$ cat src/rtl/out_queue.sv
// Request FIFO between the core and the 7-segment display stage.
// Each queued entry is issued as one paced outdisplay strobe.
module out_queue #(
   parameter int DEPTH  = 4,
   parameter int ADDR_W = 2,
   parameter int GAP    = 1
) (
   input  logic              clock,
   input  logic              reset,
   input  logic              req_valid,
   output logic              req_ready,
   input  logic [2:0]        req_sel,
   input  logic [15:0]       req_val1,
   input  logic [15:0]       req_val2,
   input  logic              flush,
   output logic [15:0]       outval1,
   output logic [15:0]       outval2,
   output logic [2:0]        outsel,
   output logic              outdisplay,
   output logic [ADDR_W:0]   count
);

   localparam int GW = (GAP < 2) ? 1 : $clog2(GAP + 1);
   localparam logic [ADDR_W:0] FULL   = (ADDR_W + 1)'(DEPTH);
   localparam logic [GW-1:0]   GAP_LD = GW'(GAP);

   typedef struct packed {
      logic [2:0]  sel;
      logic [15:0] val1;
      logic [15:0] val2;
   } entry_t;

   entry_t             mem [DEPTH];
   entry_t             head;
   logic [ADDR_W-1:0]  wr_ptr;
   logic [ADDR_W-1:0]  rd_ptr;
   logic [GW-1:0]      gcnt;
   logic               push;
   logic               pop;

   // NOTE: ready looks only at the registered count, so a slot freed by a pop
   // on this edge is not offered until the next cycle (no ready->pop path).
   assign req_ready = !reset && (count < FULL);
   assign push      = req_valid && req_ready && !flush;
   assign pop       = (gcnt == '0) && (count != '0) && !flush;
   assign head      = mem[rd_ptr];

   // NOTE: storage has no reset; occupancy is tracked by count, so stale
   // contents are never read.
   always_ff @(posedge clock) begin
      if (push) begin
         mem[wr_ptr] <= '{sel: req_sel, val1: req_val1, val2: req_val2};
      end
   end

   always_ff @(posedge clock) begin
      if (reset) begin
         wr_ptr     <= '0;
         rd_ptr     <= '0;
         count      <= '0;
         gcnt       <= '0;
         outval1    <= '0;
         outval2    <= '0;
         outsel     <= '0;
         outdisplay <= 1'b0;
      end else if (flush) begin
         // Pacing survives a flush, value registers keep their last issue.
         wr_ptr     <= '0;
         rd_ptr     <= '0;
         count      <= '0;
         outdisplay <= 1'b0;
         if (gcnt != '0) gcnt <= gcnt - GW'(1);
      end else begin
         if (push) wr_ptr <= wr_ptr + ADDR_W'(1);

         if (pop) begin
            rd_ptr     <= rd_ptr + ADDR_W'(1);
            outval1    <= head.val1;
            outval2    <= head.val2;
            outsel     <= head.sel;
            outdisplay <= 1'b1;
            gcnt       <= GAP_LD;
         end else begin
            outdisplay <= 1'b0;
            if (gcnt != '0) gcnt <= gcnt - GW'(1);
         end

         case ({push, pop})
            2'b10:   count <= count + (ADDR_W + 1)'(1);
            2'b01:   count <= count - (ADDR_W + 1)'(1);
            default: count <= count;
         endcase
      end
   end

endmodule
$ cat config.mk
export PLATFORM = sky130hd
export DESIGN_NAME = out_queue
export DESIGN_NICKNAME = d
export VERILOG_FILES = /design/src/rtl/out_queue.sv
export SDC_FILE = /design/constraint.sdc
export NUM_CORES = 1
export LEC_CHECK = 0
export ABC_CLOCK_PERIOD_IN_PS = 2300
export BUFFER_PORTS_ARGS = -buffer_cell sky130_fd_sc_hd__buf_2
export CORE_ASPECT_RATIO = 1.5
export CORE_MARGIN = 2
export CORE_UTILIZATION = 52
export CTS_CLUSTER_SIZE = 28
export DETAILED_ROUTE_END_ITERATION = 8
export HOLD_SLACK_MARGIN = 0.15
export PLACE_DENSITY = 0.75
export SKIP_LAST_GASP = 1
export SYNTH_ARGS = -nofsm -noshare
export SYNTH_HDL_FRONTEND = slang
export SYNTH_SLANG_ARGS = --single-unit
export TNS_END_PERCENT = 5
$ cat constraint.sdc
create_clock -name clock -period 2.3 [get_ports clock]
set_clock_uncertainty 0.2 [all_clocks]
set_input_delay 0.115 -clock clock [delete_from_list [all_inputs] [get_ports clock]]
set_output_delay 0.115 -clock clock [all_outputs]
set_load 0.01 [all_outputs]
Word-level counts from Yosys, hierarchy flattened. Memories as Yosys holds them, arrays and structs flattened. A register that Yosys moved wholly into a read port is not among the register bits. Cells that the tools add are included.

Register bits after elaboration: 9. Bits in writable memories: 140. Output and inout port bits: 40. Logic and storage cells: 34. Memories kept: 1.

Memories: mem (words 4, bits a word 35, rd ports 1, clocked after Yosys merged registers in 1, write ports 1, RTL line 33) `entry_t mem [DEPTH];`.

$add $sub $neg: 5. Order comparisons: 1. Equality and inequality tests: 2. Multiplexer cells: 7. Bitwise logic cells: 2. Reductions and logical operators: 11.

Operator list (number): $mux 1 (6); $pmux 3 s2 (1); $logic_and 1x1->1 (5); $add 2x1->2 const B (2); $add 3x1->3 const B (1); $lt 3x3->1 const B (1); $reduce_bool 3->1 (1); $sub 3x1->3 const B (1); $eq 2x1->1 const B (1); $eq 2x2->1 const B (1); $logic_not 1->1 (2); $not 1->1 (2); $reduce_and 2->1 (1); $reduce_bool 2->1 (1); $reduce_or 2->1 (1); $sub 1x1->1 const B (1).

Depth between registers and ports, before layout. Gate-level depths: netlist (run 1).

Depth in word-level cells: 6. Depth in mapped cells: 10. Gate-level depth less buffers: 9.

Least setup slack after synthesis (run 1). Ideal clock, no wire load.

Kind: flip-flop to flip-flop. From: register count[2]. To: memory mem[0][0] in the netlist's numbering, enable pin. Setup time: 0.395 ns. Data arrival time: 1.761 ns. Slack: -0.056 ns. Cell stages (with the launch flop): 4. Path buffers: 0. Clock period less this slack: 2.356 ns. Path through: dfxtp_1 -> and2b_1 -> nor2b_1 -> and2_1.

Longest elaborated chain between the ends: 6.

RTL lines: start, declared (RTL line 20) `output logic [ADDR_W:0] count`; start signal, assigned (RTL line 89) `2'b10: count <= count + (ADDR_W + 1)'(1);`; start signal, assigned (RTL line 90) `2'b01: count <= count - (ADDR_W + 1)'(1);`; start signal, assigned (RTL line 91) `default: count <= count;`; $lt 3x3->1 (RTL line 43) `assign req_ready = !reset && (count < FULL);`; $logic_and 1x1->1 (RTL line 43); $logic_and 1x1->1 (2 in a row) (RTL line 44) `assign push = req_valid && req_ready && !flush;`; $mux 1 (RTL line 51) `if (push) begin`; $mux 1 (not written as such) (RTL line 52) `mem[wr_ptr] <= '{sel: req_sel, val1: req_val1, val2: req_val2};`; end, declared (RTL line 33).

Every way passes these cells.

Worst setup path after layout (run 1).
From: register count[2]. To: register count[2].

Longest elaborated chain between the ends: 6.

RTL lines: $lt 3x3->1 (RTL line 43); $logic_and 1x1->1 (RTL line 43); $logic_and 1x1->1 (2 in a row) (RTL line 44); $eq 2x1->1 or $eq 2x2->1 (tied branches) (RTL line 88) `case ({push, pop})`; $pmux 3 s2 or $reduce_bool 2->1 (tied branches).

Parallel ways exist; a longest one is shown, timed or not. A chain may end at the register's enable or synchronous reset.

==> results of run 1 <==
cell families (layout without fill, tap and decap cells):
| kind of cell | after synthesis | after routing | share of synthesized area |
|---|---|---|---|
| simple gates | 19 | 19 | 0.0188 |
| buf+inv | 24 | 176 | 0.0290 |
| compound gates | 43 | 43 | 0.0531 |
| fa+ha+maj | 6 | 6 | 0.0124 |
| mux | 36 | 36 | 0.121 |
| other cells | 0 | 1 | 0 |
| xor+xnor | 3 | 3 | 0.00395 |
| flops | 183 | 183 | 0.762 |
power by group through the flow:
stage	Combinational (mW)	Sequential [mW]	Clock (mW)
after floorplan	0.0971	3.68	0
after global placement	0.179	3.67	0
after detailed placement	0.191	3.68	0
after CTS	0.246	3.60	2.82
after global routing	0.269	3.61	2.96
final	0.247	3.60	2.77
cell usage in the layout (no fill, tap or decap), drive strengths merged, types with 5 or more instances in the layout:
master	netlist	layout
nor2	6	6
dlygate4sd3	0	40
edfxtp	140	140
a22o	35	35
ha	5	5
clkbuf	1	18
mux4	35	35
buf	15	96
clkinvlp	0	5
inv	8	15
dfxtp	43	43
synth_stat cells:
cell type / instances / area (um2)
or3_1: 2 / 12.5
or4_1: 1 / 7.51
buf_4: 2 / 15.0
mux4_2: 34 / 766
a21oi_1: 4 / 20.0
inv_2: 1 / 3.75
xnor2_1: 1 / 8.76
nor3_1: 1 / 5.00
nor2_1: 6 / 22.5
fa_1: 1 / 20.0
and2b_1: 1 / 7.51
buf_1: 1 / 3.75
o31a_1: 1 / 8.76
o21ai_0: 2 / 10.0
or2_1: 1 / 6.26
nor3_4: 2 / 32.5
o31ai_1: 1 / 7.51
xor2_1: 2 / 17.5
buf_12: 2 / 40.0
clkbuf_1: 1 / 3.75
ha_1: 5 / 62.6
dfxtp_1: 43 / 861
buf_2: 2 / 10.0
inv_1: 7 / 26.3
mux2i_1: 1 / 10.0
buf_6: 8 / 90.1
a22o_1: 35 / 307
and2_1: 4 / 25.0
nor2b_1: 1 / 6.26
mux4_1: 1 / 26.3
edfxtp_1: 140 / 4200
metal layers:
layer,up-vias,track usage
met2,82,0.338
met5,-,0
met4,0,0.0593
met1,1789,0.244
met3,12,0.0535
li1,1555,-
worst max path at each step:
stage / end / slack (ns) / cells past startpoint
after detailed placement: count[2]$_SDFFE_PP0P_ / 0.002 / 9
after CTS: count[2]$_SDFFE_PP0P_ / 0.04 / 9
final: count[2]$_SDFFE_PP0P_ / -0.002 / 9
after global routing: count[2]$_SDFFE_PP0P_ / -0.08 / 9
after global placement: count[2]$_SDFFE_PP0P_ / 0.16 / 9
after floorplan: mem[1][0]$_DFFE_PP_ / -0.06 / 3
through the flow:
stage,utilization,hold WS [ns]
5_1_grt,0.657,0.236
3_3_place_gp,0.578,0.125
2_1_floorplan,-,0.0139
3_5_place_dp,0.578,0.134
6_report,0.658,0.241
4_1_cts,0.656,0.230
cell type report:
class / count / area, um2 / share of cell area
antenna: 1 / 2.50 / 0.000304
timing repair buffer: 136 / 951 / 0.116
sequential: 183 / 5070 / 0.616
clock inverter: 14 / 139 / 0.0169
clock buffer: 18 / 429 / 0.0522
multi-input combinational: 107 / 1410 / 0.172
tap: 156 / 195 / 0.0237
inverter: 8 / 30.0 / 0.00365
sequential cells by signal, summed over array words and instances (netlist names):
signal / flops
outval2: 16
outval1: 16
count: 3
mem: 140
outsel: 3
rd_ptr: 2
wr_ptr: 2
outdisplay: 1
worst max-delay path, stage by stage, from the launching register on:
cell,delay [ns]
dfxtp_2,0.35
and2b_1,0.19
nor2b_1,0.14
inv_1,0.06
ha_2,0.18
inv_1,0.05
fa_2,0.33
xor2_1,0.16
or3_1,0.41
a21oi_2,0.15
timing repair:
item / CTS / global route
endpoints found under the setup margin: 1 / 1
gates cloned: 0 / 0
hold buffers: 40 / 0
pin swaps: 0 / 3
gates resized for setup: 2 / 5
hold endpoints to repair: 147 / 0
buffers inserted: 0 / 1
==> impl_metrics.csv, run 1 <==
group,metric,value,unit
outcome,run_status,"finished with violations",
outcome,failed_checks,"setup timing",
power,power.leakage,2.92,nW
min_path,hold_start,"req_val1[7]",
worst_setup_path,path_class,"reg -> reg",
synth,syn_area,6650,um2
timing,max_slew_margin,0.542,
worst_setup_path,critPathLaunch,"count[2]$_SDFFE_PP0P_",
die,die_w,96.3,um
worst_setup_path,r2r_start,"count[2]$_SDFFE_PP0P_",
timing,min_period,2.30,ns
die,die_area,13700,um2
timing,hold_violations,0,
worst_setup_path,worstSetupEndpointType,"register",
global_routing,grt_pass1_wl,19500,um
die,fp.dieH,142,um
min_path,min_path_cells,2,
timing,period_share,1.00,
clocking,clock_sinks,183,
timing,worst_pin_slew,0.685,ns
power,power_switching,1.38,mW
routing,wire_per_inst,20.1,um
placed_design,place_ws,0.00207,ns
timing,postLayoutSetupSlackWorst,-0.00227,ns
clocking,cts_buffer_depth,2,
power,p_comb_frac,0.037,
routing,drt-pass1-iter-count,4,
worst_setup_path,reg2reg_depth,9,
power,power.density,804,nW/um2
synth,yosysUniqueCellTypes,31,
placed_design,dp_cells,549,
routing,antenna_left,0,
die,pin_count,79,
routing,first_iter_violations,197,
routing,routedLengthMet1,5100,um
worst_setup_path,start_kind,"register",
job,cap_violations,0,
synth,ys_seq_elements,183,
synth,ys_seq_area_frac,0.762,
clocking,h-tree-depth,4,
die,start_util,0.531,
power,irDropWorstVdd,0.486,mV
min_path,hold_path.class,"in -> reg",
finish,fillers,882,
finish,final_area,8230,um2
timing,rsz0062_at_grt,"true",
clocking,clock_latency,0.42,ns
timing,finalMaxSlewViolations,0,
routing,routed-wl-met2,6880,um
power,p_sw_frac,0.208,
finish,final_cells,623,
worst_setup_path,cp.required,2.45,ns
clocking,clkTransAtPathRegs,0.07,ns
placed_design,dp_hpwl,7410,um
routing,drc,0,
min_path,hold_end,"mem[1][23]$_DFFE_PP_",
placed_design,place_area,7230,um2
timing,finalSetupTns,-0.00227,ns
routing,dr.max_layer_used,"met4",
clocking,cts-buffers-inserted,17,
placed_design,portBuffers,78,
power,p_total,6.62,mW
placed_design,gp_congestion,0.833,
global_routing,grt_max_degree,24,
synth,yosysWarnings,0,
clocking,cts-root-buf,"clkbuf_16",
worst_setup_path,critical_path.max_fanout,3,
synth,syn_area_per_cell,21.2,um2
routing,drt-total-wl,12500,um
routing,via_per_inst,5.52,
global_routing,antenna_found_initial,0,
die,core-area,12500,um2
worst_setup_path,arrival,2.45,ns
worst_setup_path,reg2reg_slack,-0.002,ns
worst_setup_path,reg2reg_to,"count[2]$_SDFFE_PP0P_",
power,seqPwrFrac,0.545,
clocking,cts_tree,"done",
finish,drive_above_1_share,0.382,
finish,final_nets,498,
routing,vias,3438,
global_routing,overflow,0,
power,clockPowerShare,0.418,
routing,wl_met3,446,um
timing,finalSetupViolations,1,
global_routing,grt_pass1_vias,3628,
global_routing,grt_usage,0.197,
timing,max_freq,434,MHz
synth,synth.net_count,359,
power,p_int,5.24,mW
die,rows,50,
synth,syn_inst,314,
finish,area_growth,23.8,%
No activity file was read; power rests on OpenSTA's default activity.
==> run 2: changes to the inputs <==
--- a/config.mk
+++ b/config.mk
@@ -7,7 +7,7 @@
 export LEC_CHECK = 0
 export ABC_CLOCK_PERIOD_IN_PS = 2300
 export BUFFER_PORTS_ARGS = -buffer_cell sky130_fd_sc_hd__buf_2
-export CORE_ASPECT_RATIO = 1.5
+export CORE_ASPECT_RATIO = 2
 export CORE_MARGIN = 2
 export CORE_UTILIZATION = 52
 export CTS_CLUSTER_SIZE = 28
==> run 2 against run 1 <==
Effect of this change:
- the run now ends clean
- critical path depth fell by 5
- sequential share of layout area down 0.45 points
- count of clock-buffer cells in the layout fell by 1
- via count down 0.87%
- final area grew 0.68%
==> impl_metrics.csv, run 2 (synthesis gave the netlist of run 1 again) <==
group,metric,value,unit
outcome,run_status,"completed",
routing,first_iter_violations,167,
global_routing,grt_usage,0.180,
global_routing,overflow,0,
worst_setup_path,start_kind,"register",
die,pin_count,79,
clocking,postCtsSetupBuffers,0,
worst_setup_path,arrival,2.34,ns
timing,finalSetupTns,0,ns
worst_setup_path,slowest_delay,0.55,ns
power,irDropWorstVdd,0.698,mV
finish,drive_above_1_share,0.374,
placed_design,gp_congestion,0.732,
finish,final_area,8280,um2
finish,antenna_cells,0,
placed_design,portBuffers,78,
worst_setup_path,critical_path.max_fanout,22,
die,rows,58,
min_path,hold_path.class,"in -> reg",
placed_design,dp_hpwl,7250,um
routing,drt-pass1-iter-count,4,
timing,max_slew_margin,0.696,
die,die_area,13800,um2
routing,vias,3408,
finish,final_nets,495,
timing,finalSetupViolations,0,
job,cap_violations,0,
worst_setup_path,path_class,"reg -> reg",
die,die_w,83.9,um
timing,period_share,0.954,
clocking,cts_buffer_depth,2,
worst_setup_path,reg2reg_depth,4,
worst_setup_path,path_cells,"buf_12 > or4_1 > a21oi_1 > dlygate4sd3_1",
global_routing,grt_max_degree,36,
worst_setup_path,crit_slowest_cell,"dlygate4sd3_1",
finish,largest_reg_flops,140,
power,power.density,810,nW/um2
die,core-area,12600,um2
timing,hold_violations,0,
clocking,h-tree-depth,4,
global_routing,grt_pass1_vias,3616,
die,fp.dieH,164,um
finish,largest_registers,"mem (140), outval1 (16), outval2 (16)",
min_path,min_path_cells,2,
placed_design,place_ws,0.0408,ns
worst_setup_path,cp.required,2.45,ns
worst_setup_path,worstSetupEndpointType,"register",
global_routing,antenna_found_initial,0,
power,power.leakage,2.95,nW
routing,drt-total-wl,12000,um
finish,regMostFlops,"mem",
clocking,cts-root-buf,"clkbuf_16",
routing,wire_per_inst,19.6,um
routing,antenna_left,0,
die,start_util,0.529,
clocking,cts_tree,"done",
timing,finalMaxSlewViolations,0,
clocking,clkTransAtPathRegs,0.07,ns
placed_design,place_area,7290,um2
clocking,cts-buffers-inserted,17,
routing,via_per_inst,5.56,
timing,max_freq,456,MHz
timing,postLayoutSetupSlackWorst,0.107,ns
timing,holdWs,0.250,ns
clocking,clock_sinks,183,
power,p_total,6.71,mW
finish,final_cell_mix,"140 x edfxtp_1, 78 x buf_2, 41 x dfxtp_1, 39 x dlygate4sd3_1, 35 x a22o_1",
clocking,clock_latency,0.41,ns
routing,drc,0,
finish,fillers,853,
finish,layout.cells.most_common,"edfxtp_1",
global_routing,grt_pass1_wl,18400,um
finish,area_growth,24.6,%
timing,rsz0062_at_grt,"false",
timing,min_period,2.19,ns
timing,worst_pin_slew,0.456,ns
==> run 2: per-stage QoR <==
step | util | std cells
detailed placement | 0.581 | 542
global placement | 0.581 | 542
CTS | 0.659 | 613
floorplan | - | 314
finish | 0.660 | 613
global route | 0.660 | 613
==> run 2: layer usage <==
metal | routed length [um] | track usage | part of all wire
met1 | 4550 | 0.193 | 0.38
met2 | 6830 | 0.341 | 0.57
met3 | 418 | 0.0327 | 0.035
met4 | 207 | 0.0762 | 0.017
met5 | 0 | 0 | 0
==> run 2: critical path: cells and delay by family (launching register included) <==
| family | cells | cell delay, ns |
|---|---|---|
| flip-flops | 1 | 0.46 |
| buffers and inverters | 2 | 0.78 |
| AND/OR/NAND/NOR | 1 | 0.52 |
| AO/OA/AOI/OAI | 1 | 0.16 |
==> run 2: final cells by class <==
type | count | area, um2 | share of cell area
Clock buffer | 17 | 425 | 0.0514
Clock inverter | 15 | 166 | 0.0201
Inverter | 8 | 30.0 | 0.00362
Multi-Input combinational cell | 107 | 1410 | 0.170
Sequential cell | 183 | 5070 | 0.612
Tap cell | 150 | 188 | 0.0227
Timing Repair Buffer | 133 | 1000 | 0.121
==> run 2: final timing paths <==
check                                        startpoint                      end  slack, ns
worst max register to register   rd_ptr[1]$_SDFFE_PP0P_   rd_ptr[1]$_SDFFE_PP0P_       0.11
worst max-delay path             rd_ptr[1]$_SDFFE_PP0P_   rd_ptr[1]$_SDFFE_PP0P_       0.11
worst min register to register  outval1[2]$_SDFFE_PP0P_  outval1[2]$_SDFFE_PP0P_       0.28
worst min-delay path                       req_val2[10]     mem[0][10]$_DFFE_PP_       0.25
==> run 2: power breakdown <==
group	switching [mW]	leakage [nW]	total (mW)	internal, mW
sequential	0.0145	1.61	3.60	3.59
combinational	0.116	1.05	0.247	0.130
clock	1.23	0.293	2.86	1.63
total	1.36	2.95	6.71	5.35
==> run 2: what timing repair did <==
item,CTS,global route
hold endpoints to repair,148,0
endpoints found under the setup margin,0,1
hold buffers,39,0
gates resized for setup,0,3
==> run 3: changes to the inputs <==
--- a/config.mk
+++ b/config.mk
@@ -5,15 +5,15 @@
 export SDC_FILE = /design/constraint.sdc
 export NUM_CORES = 1
 export LEC_CHECK = 0
-export ABC_CLOCK_PERIOD_IN_PS = 2300
+export ABC_CLOCK_PERIOD_IN_PS = 2700
 export BUFFER_PORTS_ARGS = -buffer_cell sky130_fd_sc_hd__buf_2
 export CORE_ASPECT_RATIO = 2
 export CORE_MARGIN = 2
-export CORE_UTILIZATION = 52
+export CORE_UTILIZATION = 55
 export CTS_CLUSTER_SIZE = 28
 export DETAILED_ROUTE_END_ITERATION = 8
 export HOLD_SLACK_MARGIN = 0.15
-export PLACE_DENSITY = 0.75
+export PLACE_DENSITY = 0.76
 export SKIP_LAST_GASP = 1
 export SYNTH_ARGS = -nofsm -noshare
 export SYNTH_HDL_FRONTEND = slang
==> constraint.sdc (replaced) <==
create_clock -name clock -period 2.7 [get_ports clock]
set_clock_uncertainty 0.2 [all_clocks]
set_input_delay 0.135 -clock clock [delete_from_list [all_inputs] [get_ports clock]]
set_output_delay 0.135 -clock clock [all_outputs]
set_load 0.01 [all_outputs]
==> run 3 against run 2 <==
Effect of this change:
- first-iteration DRC count increased by 34%
- routed wire length grew 1.1%
- cell count shrank 1.5%
- final area decreased by 1.1%
- utilization grew 3.6 points
- register-to-register slack gained 0.11 ns
- count of clock-buffer cells in the layout is the same
==> impl_metrics.csv, run 3 (synthesis gave the netlist of run 1 again) <==
group,metric,value,unit
power,clockPowerShare,0.423,
power,p_sw_frac,0.211,
worst_setup_path,cp.required,2.86,ns
clocking,cts_resized,0,
finish,final_cell_mix,"140 x edfxtp_1, 78 x buf_2, 41 x dfxtp_1, 39 x dlygate4sd3_1, 35 x a22o_1",
timing,period_share,0.939,
worst_setup_path,reg2reg_slack,0.22,ns
finish,layout.cells.most_common,"edfxtp_1",
routing,antenna_left,0,
worst_setup_path,worstSetupEndpointType,"register",
worst_setup_path,reg2reg_to,"count[2]$_SDFFE_PP0P_",
timing,finalSetupTns,0,ns
timing,finalMaxSlewViolations,0,
min_path,hold_path.class,"in -> reg",
global_routing,grt_pass1_vias,3683,
clocking,clock_sinks,183,
finish,fillers,744,
finish,area_growth,23.3,%
worst_setup_path,critical_path.max_fanout,13,
power,seqPwrFrac,0.541,
timing,max_freq,394,MHz
routing,drt-pass1-iter-count,4,
power,p_total,5.68,mW
die,start_util,0.565,
clocking,cts-root-buf,"clkbuf_16",
global_routing,grt_usage,0.202,
power,power.leakage,2.91,nW
routing,vias,3401,
worst_setup_path,r2r_start,"count[2]$_SDFFE_PP0P_",
global_routing,met2_usage,0.360,
finish,largest_reg_flops,140,
worst_setup_path,path_class,"in -> reg",
global_routing,grt_max_degree,36,
global_routing,grtUsageMet3,0.0544,
power,power_switching,1.20,mW
worst_setup_path,arrival,2.70,ns
clocking,clkTransAtPathRegs,0.07,ns
finish,largest_registers,"mem (140), outval1 (16), outval2 (16)",
min_path,hold_end,"count[0]$_SDFFE_PP0P_",
worst_setup_path,reg2reg_depth,9,
die,fp.dieH,159,um
power,p_comb_frac,0.036,
placed_design,portBuffers,78,
routing,drt-total-wl,12100,um
outcome,run_status,"completed",
placed_design,gp_congestion,0.729,
timing,max_slew_margin,0.619,
global_routing,grt_pass1_wl,18800,um
global_routing,met1_usage,0.219,
finish,regMostFlops,"mem",
min_path,min_path_cells,5,
job,cap_violations,0,
die,pin_count,79,
finish,final_nets,491,
clocking,cts_tree,"done",
clocking,h-tree-depth,4,
die,core-area,11800,um2
die,die_w,81.7,um
routing,drc,0,
timing,rsz0062_at_grt,"false",
routing,via_per_inst,5.63,
timing,hold_violations,0,
die,die_area,13000,um2
die,rows,56,
power,p_int,4.48,mW
global_routing,overflow,0,
timing,finalSetupViolations,0,
global_routing,grt_busiest_layer,"met2",
worst_setup_path,start_kind,"primary input",
worst_setup_path,critPathLaunch,"reset",
routing,wire_per_inst,20.1,um
placed_design,dp_hpwl,7340,um
power,irDropWorstVdd,0.549,mV
clocking,clock_latency,0.42,ns
global_routing,antenna_found_initial,0,
clocking,cts-buffers-inserted,17,
timing,min_period,2.54,ns
routing,first_iter_violations,223,
power,power.density,693,nW/um2
finish,antenna_cells,0,
timing,worst_pin_slew,0.569,ns
clocking,cts_buffer_depth,2,
min_path,hold_start,"flush",
finish,drive_above_1_share,0.362,
==> run 3: cell count changes in the layout (fill, tap and decap cells not counted), sizes merged <==
cell | before | now
clkinvlp | 1 | 2
inv | 15 | 16
clkinv | 5 | 4
bufinv | 2 | 1
buf | 94 | 90
==> run 3: worst max-delay path by stage <==
stage	end	slack (ns)	depth (start not counted)
2_1_floorplan	mem[0][0]$_DFFE_PP_	0.34	3
3_3_place_gp	count[2]$_SDFFE_PP0P_	0.37	9
3_5_place_dp	count[2]$_SDFFE_PP0P_	0.25	9
4_1_cts	outval1[8]$_SDFFE_PP0P_	0.17	8
5_1_grt	outsel[0]$_SDFFE_PP0P_	0.05	8
6_report	outval1[8]$_SDFFE_PP0P_	0.16	8
==> run 3: per-layer routing <==
layer | routed length (um) | vias to the layer above | part of all wire
met5 | 0 | - | 0
met4 | 297 | 0 | 0.024
met3 | 446 | 18 | 0.037
met2 | 7030 | 88 | 0.58
met1 | 4370 | 1752 | 0.36
li1 | - | 1543 | -
==> run 3: layout make-up <==
cell class	instances	area [um2]	area share
Sequential cell	183	5070	0.618
Multi-Input combinational cell	107	1400	0.170
Timing Repair Buffer	129	933	0.114
Clock buffer	17	425	0.0519
Tap cell	145	181	0.0221
Clock inverter	15	164	0.0200
Inverter	8	30.0	0.00366
==> run 3: per-stage QoR <==
step	util	hold slack, ns	worst slack (ns)	area, um2	instances
after global placement	0.613	0.145	0.365	7220	533
after global routing	0.696	0.257	0.0468	8200	604
final	0.696	0.230	0.165	8200	604
after CTS	0.696	0.214	0.166	8200	604
after floorplan	-	0.0339	0.344	6650	314
after detailed placement	0.613	0.153	0.248	7220	533
==> run 3: power by group through the flow <==
stage               Sequential, mW  Clock [mW]  Combinational, mW
floorplan                     3.13           0             0.0825
global placement              3.13           0              0.150
detailed placement            3.13           0              0.157
CTS                           3.07        2.44              0.204
global route                  3.07        2.54              0.221
finish                        3.07        2.40              0.203
==> run 3: timing repair <==
item,in CTS,in global routing
hold endpoints to repair,147,0
endpoints found under the setup margin,0,0
hold buffers,39,0
setup buffers,0,0
==> run 3: worst max-delay path, cell delays in order <==
cell	delay, ns
dlygate4sd3_1	0.53
buf_2	0.14
or2_1	0.21
dlygate4sd3_1	0.56
buf_4	0.17
nor3_4	0.45
buf_4	0.33
a22o_1	0.16
